===== config.mk =====
export PLATFORM = sky130hd
export DESIGN_NAME = control_fsm
export DESIGN_NICKNAME = d
export VERILOG_FILES = /design/src/rtl/control_fsm_pkg.sv /design/src/rtl/control_fsm_perf_counter.sv /design/src/rtl/control_fsm.sv
export SDC_FILE = /design/constraint.sdc
export NUM_CORES = 1
export LEC_CHECK = 0
export ABC_AREA = 1
export ABC_CLOCK_PERIOD_IN_PS = 5000
export BUFFER_PORTS_ARGS = -buffer_cell sky130_fd_sc_hd__clkbuf_2
export CORE_MARGIN = 1.5
export CORE_UTILIZATION = 50
export DETAILED_ROUTE_END_ITERATION = 6
export PLACE_DENSITY = 0.82
export SETUP_SLACK_MARGIN = 0.05
export SYNTH_ARGS = -nofsm -noshare
export SYNTH_HDL_FRONTEND = slang
export SYNTH_HIERARCHICAL = 1
export SYNTH_SLANG_ARGS = --single-unit

===== constraint.sdc =====
create_clock -name clk -period 5 [get_ports clk]
set_clock_uncertainty 0.2 [all_clocks]
set_input_delay 1.5 -clock clk [delete_from_list [all_inputs] [get_ports clk]]
set_output_delay 1.5 -clock clk [all_outputs]
set_load 0.005 [all_outputs]

===== src/rtl/control_fsm_pkg.sv =====
// Shared encodings for the rv32i multicycle sequencer: state codes, datapath mux selects
// and the opcode values the controller dispatches on.
package control_fsm_pkg;

    typedef enum logic [2:0] {
        STATE_FETCH   = 3'd0,
        STATE_DECODE  = 3'd1,
        STATE_EXECUTE = 3'd2,
        STATE_MEM     = 3'd3,
        STATE_WB      = 3'd4,
        STATE_TRAP    = 3'd5
    } state_e;

    localparam logic [1:0] PC_SEL_PLUS4  = 2'd0;
    localparam logic [1:0] PC_SEL_BRANCH = 2'd1;
    localparam logic [1:0] PC_SEL_JALR   = 2'd2;

    localparam logic [1:0] WB_SEL_ALU = 2'd0;
    localparam logic [1:0] WB_SEL_MEM = 2'd1;
    localparam logic [1:0] WB_SEL_PC4 = 2'd2;
    localparam logic [1:0] WB_SEL_IMM = 2'd3;

    localparam logic [6:0] OPC_LOAD   = 7'b0000011;
    localparam logic [6:0] OPC_STORE  = 7'b0100011;
    localparam logic [6:0] OPC_BRANCH = 7'b1100011;
    localparam logic [6:0] OPC_OP_IMM = 7'b0010011;
    localparam logic [6:0] OPC_OP     = 7'b0110011;
    localparam logic [6:0] OPC_AUIPC  = 7'b0010111;
    localparam logic [6:0] OPC_LUI    = 7'b0110111;
    localparam logic [6:0] OPC_JAL    = 7'b1101111;
    localparam logic [6:0] OPC_JALR   = 7'b1100111;
    localparam logic [6:0] OPC_FENCE  = 7'b0001111;
    localparam logic [6:0] OPC_SYSTEM = 7'b1110011;

    function automatic logic is_mem_op(input logic [6:0] op);
        return (op == OPC_LOAD) || (op == OPC_STORE);
    endfunction

endpackage


===== src/rtl/control_fsm_perf_counter.sv =====
// Enable-gated wrapping retire counter; only built when CTRL_PERF_CNT_EN is defined.
`ifdef CTRL_PERF_CNT_EN
module control_fsm_perf_counter #(
    parameter int W = 32
) (
    input  logic         clk_i,
    input  logic         rst_i,
    input  logic         en_i,
    output logic [W-1:0] count_o
);

    logic [W-1:0] count_q;

    always_ff @(posedge clk_i) begin
        if (rst_i) begin
            count_q <= '0;
        end else if (en_i) begin
            count_q <= count_q + W'(1);
        end
    end

    assign count_o = count_q;

endmodule
`endif


===== src/rtl/control_fsm.sv =====
// Multicycle FETCH/DECODE/EXECUTE/MEM/WRITEBACK sequencer for the rv32i core.
// Optional retire counter on port instret when CTRL_PERF_CNT_EN is defined.
//
// state     | meaning
// FETCH     | imem_req high, wait for imem_ack, load IR
// DECODE    | one cycle, illegal opcode -> TRAP
// EXECUTE   | one cycle, branches retire here
// MEM       | dmem_req high until dmem_ack, stores retire here
// WB        | register writeback and PC update
// TRAP      | sticky fault, left only by rst
module control_fsm
    import control_fsm_pkg::*;
#(
    parameter int MEM_TIMEOUT = 15
) (
    input  logic        clk,
    input  logic        rst,
    input  logic [6:0]  opcode,
    input  logic [2:0]  funct3,
    input  logic        opcode_valid,
    input  logic        branch_taken,
    input  logic        imem_ack,
    input  logic        dmem_ack,
    output logic        imem_req,
    output logic        ir_we,
    output logic        pc_we,
    output logic [1:0]  pc_sel,
    output logic        dmem_req,
    output logic        dmem_we,
    output logic        rf_we,
    output logic [1:0]  wb_sel,
    output logic        trap,
    output logic [2:0]  state
`ifdef CTRL_PERF_CNT_EN
    ,
    output logic [31:0] instret
`endif
);

    localparam int TMO_W = (MEM_TIMEOUT > 0) ? $clog2(MEM_TIMEOUT + 1) : 1;
    localparam logic [TMO_W-1:0] TMO_LIMIT = TMO_W'(MEM_TIMEOUT);

    state_e           state_q, state_d;
    logic [TMO_W-1:0] tmo_q, tmo_d;
    logic             trap_q, trap_d;
    logic             tmo_hit;
    logic             is_store;
    logic             unused_funct3;

    // funct3 is reserved for future CSR decoding
    assign unused_funct3 = ^funct3;

    assign is_store = (opcode == OPC_STORE);
    assign tmo_hit  = (MEM_TIMEOUT != 0) && (tmo_q == TMO_LIMIT);

    always_comb begin
        state_d  = state_q;
        imem_req = 1'b0;
        ir_we    = 1'b0;
        pc_we    = 1'b0;
        pc_sel   = PC_SEL_PLUS4;
        dmem_req = 1'b0;
        dmem_we  = 1'b0;
        rf_we    = 1'b0;
        wb_sel   = WB_SEL_ALU;

        case (state_q)
            STATE_FETCH: begin
                imem_req = 1'b1;
                if (imem_ack) begin
                    ir_we   = 1'b1;
                    state_d = STATE_DECODE;
                end else if (tmo_hit) begin
                    state_d = STATE_TRAP;
                end
            end
            STATE_DECODE: begin
                state_d = opcode_valid ? STATE_EXECUTE : STATE_TRAP;
            end
            STATE_EXECUTE: begin
                if (is_mem_op(opcode)) begin
                    state_d = STATE_MEM;
                end else if (opcode == OPC_BRANCH) begin
                    pc_we   = 1'b1;
                    pc_sel  = branch_taken ? PC_SEL_BRANCH : PC_SEL_PLUS4;
                    state_d = STATE_FETCH;
                end else begin
                    state_d = STATE_WB;
                end
            end
            STATE_MEM: begin
                dmem_req = 1'b1;
                dmem_we  = is_store;
                if (dmem_ack) begin
                    if (is_store) begin
                        pc_we   = 1'b1;
                        state_d = STATE_FETCH;
                    end else begin
                        state_d = STATE_WB;
                    end
                end else if (tmo_hit) begin
                    state_d = STATE_TRAP;
                end
            end
            STATE_WB: begin
                pc_we   = 1'b1;
                state_d = STATE_FETCH;
                case (opcode)
                    OPC_OP, OPC_OP_IMM, OPC_AUIPC: begin
                        rf_we  = 1'b1;
                        wb_sel = WB_SEL_ALU;
                    end
                    OPC_LOAD: begin
                        rf_we  = 1'b1;
                        wb_sel = WB_SEL_MEM;
                    end
                    OPC_LUI: begin
                        rf_we  = 1'b1;
                        wb_sel = WB_SEL_IMM;
                    end
                    OPC_JAL: begin
                        rf_we  = 1'b1;
                        wb_sel = WB_SEL_PC4;
                        pc_sel = PC_SEL_BRANCH;
                    end
                    OPC_JALR: begin
                        rf_we  = 1'b1;
                        wb_sel = WB_SEL_PC4;
                        pc_sel = PC_SEL_JALR;
                    end
                    OPC_FENCE, OPC_SYSTEM: ;
                    default: ;
                endcase
            end
            STATE_TRAP: begin
                state_d = STATE_TRAP;
            end
            default: begin
                state_d = STATE_TRAP;
            end
        endcase

        // Requests and strobes must be quiet for the whole reset cycle, even mid-access
        if (rst) begin
            imem_req = 1'b0;
            ir_we    = 1'b0;
            pc_we    = 1'b0;
            pc_sel   = PC_SEL_PLUS4;
            dmem_req = 1'b0;
            dmem_we  = 1'b0;
            rf_we    = 1'b0;
            wb_sel   = WB_SEL_ALU;
        end
    end

    // Any state change restarts the wait count; only FETCH/MEM ever compare it
    always_comb begin
        tmo_d = tmo_q;
        if (state_d != state_q) begin
            tmo_d = '0;
        end else if ((MEM_TIMEOUT != 0) &&
                     ((state_q == STATE_FETCH) || (state_q == STATE_MEM))) begin
            tmo_d = tmo_q + TMO_W'(1);
        end
    end

    assign trap_d = (state_d == STATE_TRAP);

    always_ff @(posedge clk) begin
        if (rst) begin
            state_q <= STATE_FETCH;
            tmo_q   <= '0;
            trap_q  <= 1'b0;
        end else begin
            state_q <= state_d;
            tmo_q   <= tmo_d;
            trap_q  <= trap_d;
        end
    end

    assign trap  = trap_q & ~rst;
    assign state = state_q;

`ifdef CTRL_PERF_CNT_EN
    control_fsm_perf_counter #(
        .W (32)
    ) u_perf_counter (
        .clk_i   (clk),
        .rst_i   (rst),
        .en_i    (pc_we),
        .count_o (instret)
    );
`endif

endmodule


==> Word level (Yosys, flattened, before mapping) <==
Cells that the tools add are included.
{ "op_classes": {"n_reduce_logical": 6, "eq_ne": 16, "mux": 35, "add_sub_neg": 1, "bitwise_logic": 2} }
{ "ops": {"columns": ["op", "count"], "rows": [
  ["$eq 7x6->1 const B", 3],
  ["$eq 7x7->1 const B", 3],
  ["$mux 3", 7],
  ["$mux 1", 20],
  ["$pmux 3 s5", 1],
  ["$eq 7x5->1 const B", 2],
  ["$pmux 2 s2", 2],
  ["$eq 7x2->1 const B", 1],
  ["$reduce_or 7->1", 1],
  ["$eq 3x2->1 const B", 2],
  ["$eq 3x3->1 const B", 2],
  ["$mux 2", 3],
  ["$pmux 2 s3", 1],
  ["$add 4x1->4 const B", 1],
  ["$eq 4x4->1 const B", 1],
  ["$reduce_or 2->1", 2],
  ["$eq 3x1->1 const B", 1],
  ["$logic_not 3->1", 1],
  ["$ne 3x3->1", 1],
  ["$pmux 1 s3", 1],
  ["$logic_or 1x1->1", 2],
  ["$and 1x1->1", 1],
  ["$not 1->1", 1]
]} }
{ "word_totals": {"in_bits": 16, "reg_bits": 8} }

==> Logic depth before layout (Yosys ltp) <==
{ "logic_depth": {"word_depth": 6, "mapped_depth": 12} }

==> Worst setup path before layout <==
OpenSTA, ideal clock, no wires.
{ "synth_path": {"path_kind": "input-to-output", "startpoint": "input port opcode[1]", "endpoint": "output port rf_we", "path_slack_ps": 1054, "required_ps": 3300, "arrival_time_ps": 2246, "path_stages": 6, "path_cell_list": "nand2_1 nor3_1 inv_1 o21ai_0 nand3_1 a31oi_1"} }
{ "synth_between": {"elab_chain_cells": 5, "elab_cells_between_ends": 11, "classes_between": "7 x eq/ne; 3 x mux; 1 x reduce/logical"} }
{ "synth_lines": {"columns": ["element", "line", "rtl"], "rows": [
  ["start, declared", "control_fsm.sv:18", "input logic [6:0] opcode,"],
  ["$eq 7x2->1, or another cell as far along", "control_fsm.sv:108", "case (opcode)"],
  ["$reduce_or 7->1 (no line) *", null, null],
  ["$mux 1 *", "control_fsm.sv:108", null],
  ["$mux 1 *", "control_fsm.sv:67", "case (state_q)"],
  ["$mux 1 *", "control_fsm.sv:144", "if (rst) begin"],
  ["end, declared", "control_fsm.sv:30", "output logic rf_we,"]
]} }
Mark *: on every way between the ends. The rest lies on a longest branch, timed or not.

==> Worst setup path after layout <==
Ends and elaborated chain as after synthesis.

==> results.ini <==
[setup_path]
crit_fanout=5
cp-end-kind=output pin
critPathArrivalTime_ns=2.58
r2r_cells=9
cp.required_ns=3.30
critical_path_class=in2out
startpoint_type=input pin

[routing]
postRouteWirelength_mm=1.80
dr.pass1.iters=5
vias=890
wl_per_cell_um=10.5
via_per_inst=5.20
drc_errors=0
drt_iter0_drc=33
ant_nets=0

[floorplan]
core_mm2=0.00133
start_util_pct=55.4
row_count=13
die_w_um=41.5
ios=30
die_y_um=41.5
dieArea_mm2=0.00172

[clock_network]
cts.sinks=8
cts_tree=built
cts_buffer_depth=2
post_cts_buffers=0
clk_latency_ns=0.25
cts_buffers=3
hold_buffers=0
clk_pin_slew_ns=0.05
h-tree-depth=1
cts_root_buf=clkbuf_4
cts_resized=0

[hold_path]
holdPathStages=3
hold_path.class=reg2reg

[synth]
yosysWarnings=6
syn_nets=145
yosysSeqAreaShare_pct=21.7
synth_cell_types=22
synth-seq-cells=8
syn_area_um2=739
synthCells=128
synth.avg_cell_area_um2=5.78

[sta]
hold_violations=0
totalNegativeSetupSlack_ns=0
slew_viol_final=0
period_minus_slack_ns=4.28
fmax_mhz=233
min_period_over_period_pct=85.7
whs_ns=0.338
maxSlewHeadroom_pct=79.7
setup_violations=0
rsz0062_at_grt=false
worst_pin_slew_ns=0.304

[job]
cap_violations=0

[global_route]
grt_pass1_vias=773
track_usage_pct=22.0
grt.overflow.total=0
use_met3_pct=1.30
antenna_found_initial=0
use_met2_pct=38.4
grt_max_degree=11
top_usage_layer=met2
met1_usage_pct=26.2
grt_pass1_wl_mm=3.04

[pwr]
p_leak_uw=0.000440
ir_drop_mv=0.164
power.total_uw=232
p_per_area_mw_per_mm2=257

[placement]
place_area_um2=881
dp.cells=168
place.gp.congestion=0.876
numPortBuffers=26
hpwl_mm=1.45

[final_layout]
final_common_cell=nor2_1
antennaDiodeCount=0
stdcell_count=171
multi_input_area_um2=489
final_cell_mix=28 x nor2_1, 26 x clkbuf_2, 22 x nand2_1
fillers=135
area_delta_synth_final_pct=22.2
drive_above_1_share_pct=28.2
register_area_um2=160
finalNetCount=175
postLayoutCellArea_um2=903

[status]
status=completed

==> worst paths after layout <==
kind,start,slack (ns),end
max,opcode[1],0.72,rf_we
min,tmo_q[3],0.34,tmo_q[3]
max reg2reg,state[1],3.28,tmo_q[0]
min reg2reg,tmo_q[3],0.34,tmo_q[3]
==> Yosys cell counts <==
library cell,count,area [µm²]
nor2_1,28,105
xnor2_1,3,26.3
a31oi_1,2,12.5
buf_4,1,7.51
dfxtp_1,8,160
o21ai_0,1,5.00
nand2_2,3,18.8
nor2_2,4,25.0
nor3_2,1,10.0
nand3_1,8,40.0
nor4_1,1,6.26
nand4_1,6,37.5
o31ai_1,1,7.51
nand2_1,22,82.6
ha_1,1,12.5
inv_1,19,71.3
a21oi_1,5,25.0
nand3_2,2,20.0
a21oi_2,1,8.76
inv_2,3,11.3
mux2_2,1,11.3
nor3_1,7,35.0
==> layout make-up <==
type                    count  area share [%]
clock buffers               3            2.49
well taps                  15            2.08
repair buffers             26            14.4
inverters                  22            9.14
multi-input cells          97            54.2
flip-flops and latches      8            17.7
==> cells by family after synthesis <==
kind of cell / Yosys count / synth area share, %
AO/OA/AOI/OAI: 10 / 7.95
XOR/XNOR: 3 / 3.55
adder cells (fa/ha/maj): 1 / 1.69
buffers and inverters: 23 / 12.2
flip-flops: 8 / 21.7
multiplexers: 1 / 1.52
AND/OR/NAND/NOR: 82 / 51.4
==> per-layer routing <==
layer	wire length [µm]	up-vias	share of wire, %
li1	-	472	-
met1	803	379	45
met2	874	35	49
met3	92	4	5.1
met4	31	0	1.7
met5	0	-	0
==> power breakdown <==
group | switching [µW] | internal, µW
logic | 60.7 | 39.5
registers | 11.4 | 72.1
clock network | 20.9 | 27.4
==> sequential cells by signal, summed over array words and instances (netlist names) <==
signal and count:
trap_q 1, tmo_q 4, state 3
==> per-stage QoR <==
| step | util [%] | worst slack (ns) |
|---|---|---|
| final | 67.7 | 0.717 |
| after global placement | 66.0 | 0.784 |
| after floorplan | - | 1.05 |
| after detailed placement | 66.0 | 0.743 |
| after global routing | 67.7 | 0.513 |
| after CTS | 67.7 | 0.738 |
==> worst max-delay path, cell delays in order <==
cell and delay [ns]:
clkbuf_2 0.08, nand2_1 0.13, nor3_1 0.23, nand4_1 0.18, o31ai_1 0.11, inv_1 0.09
a31oi_1 0.13, clkbuf_2 0.13
(Power assumes the default switching activity.)
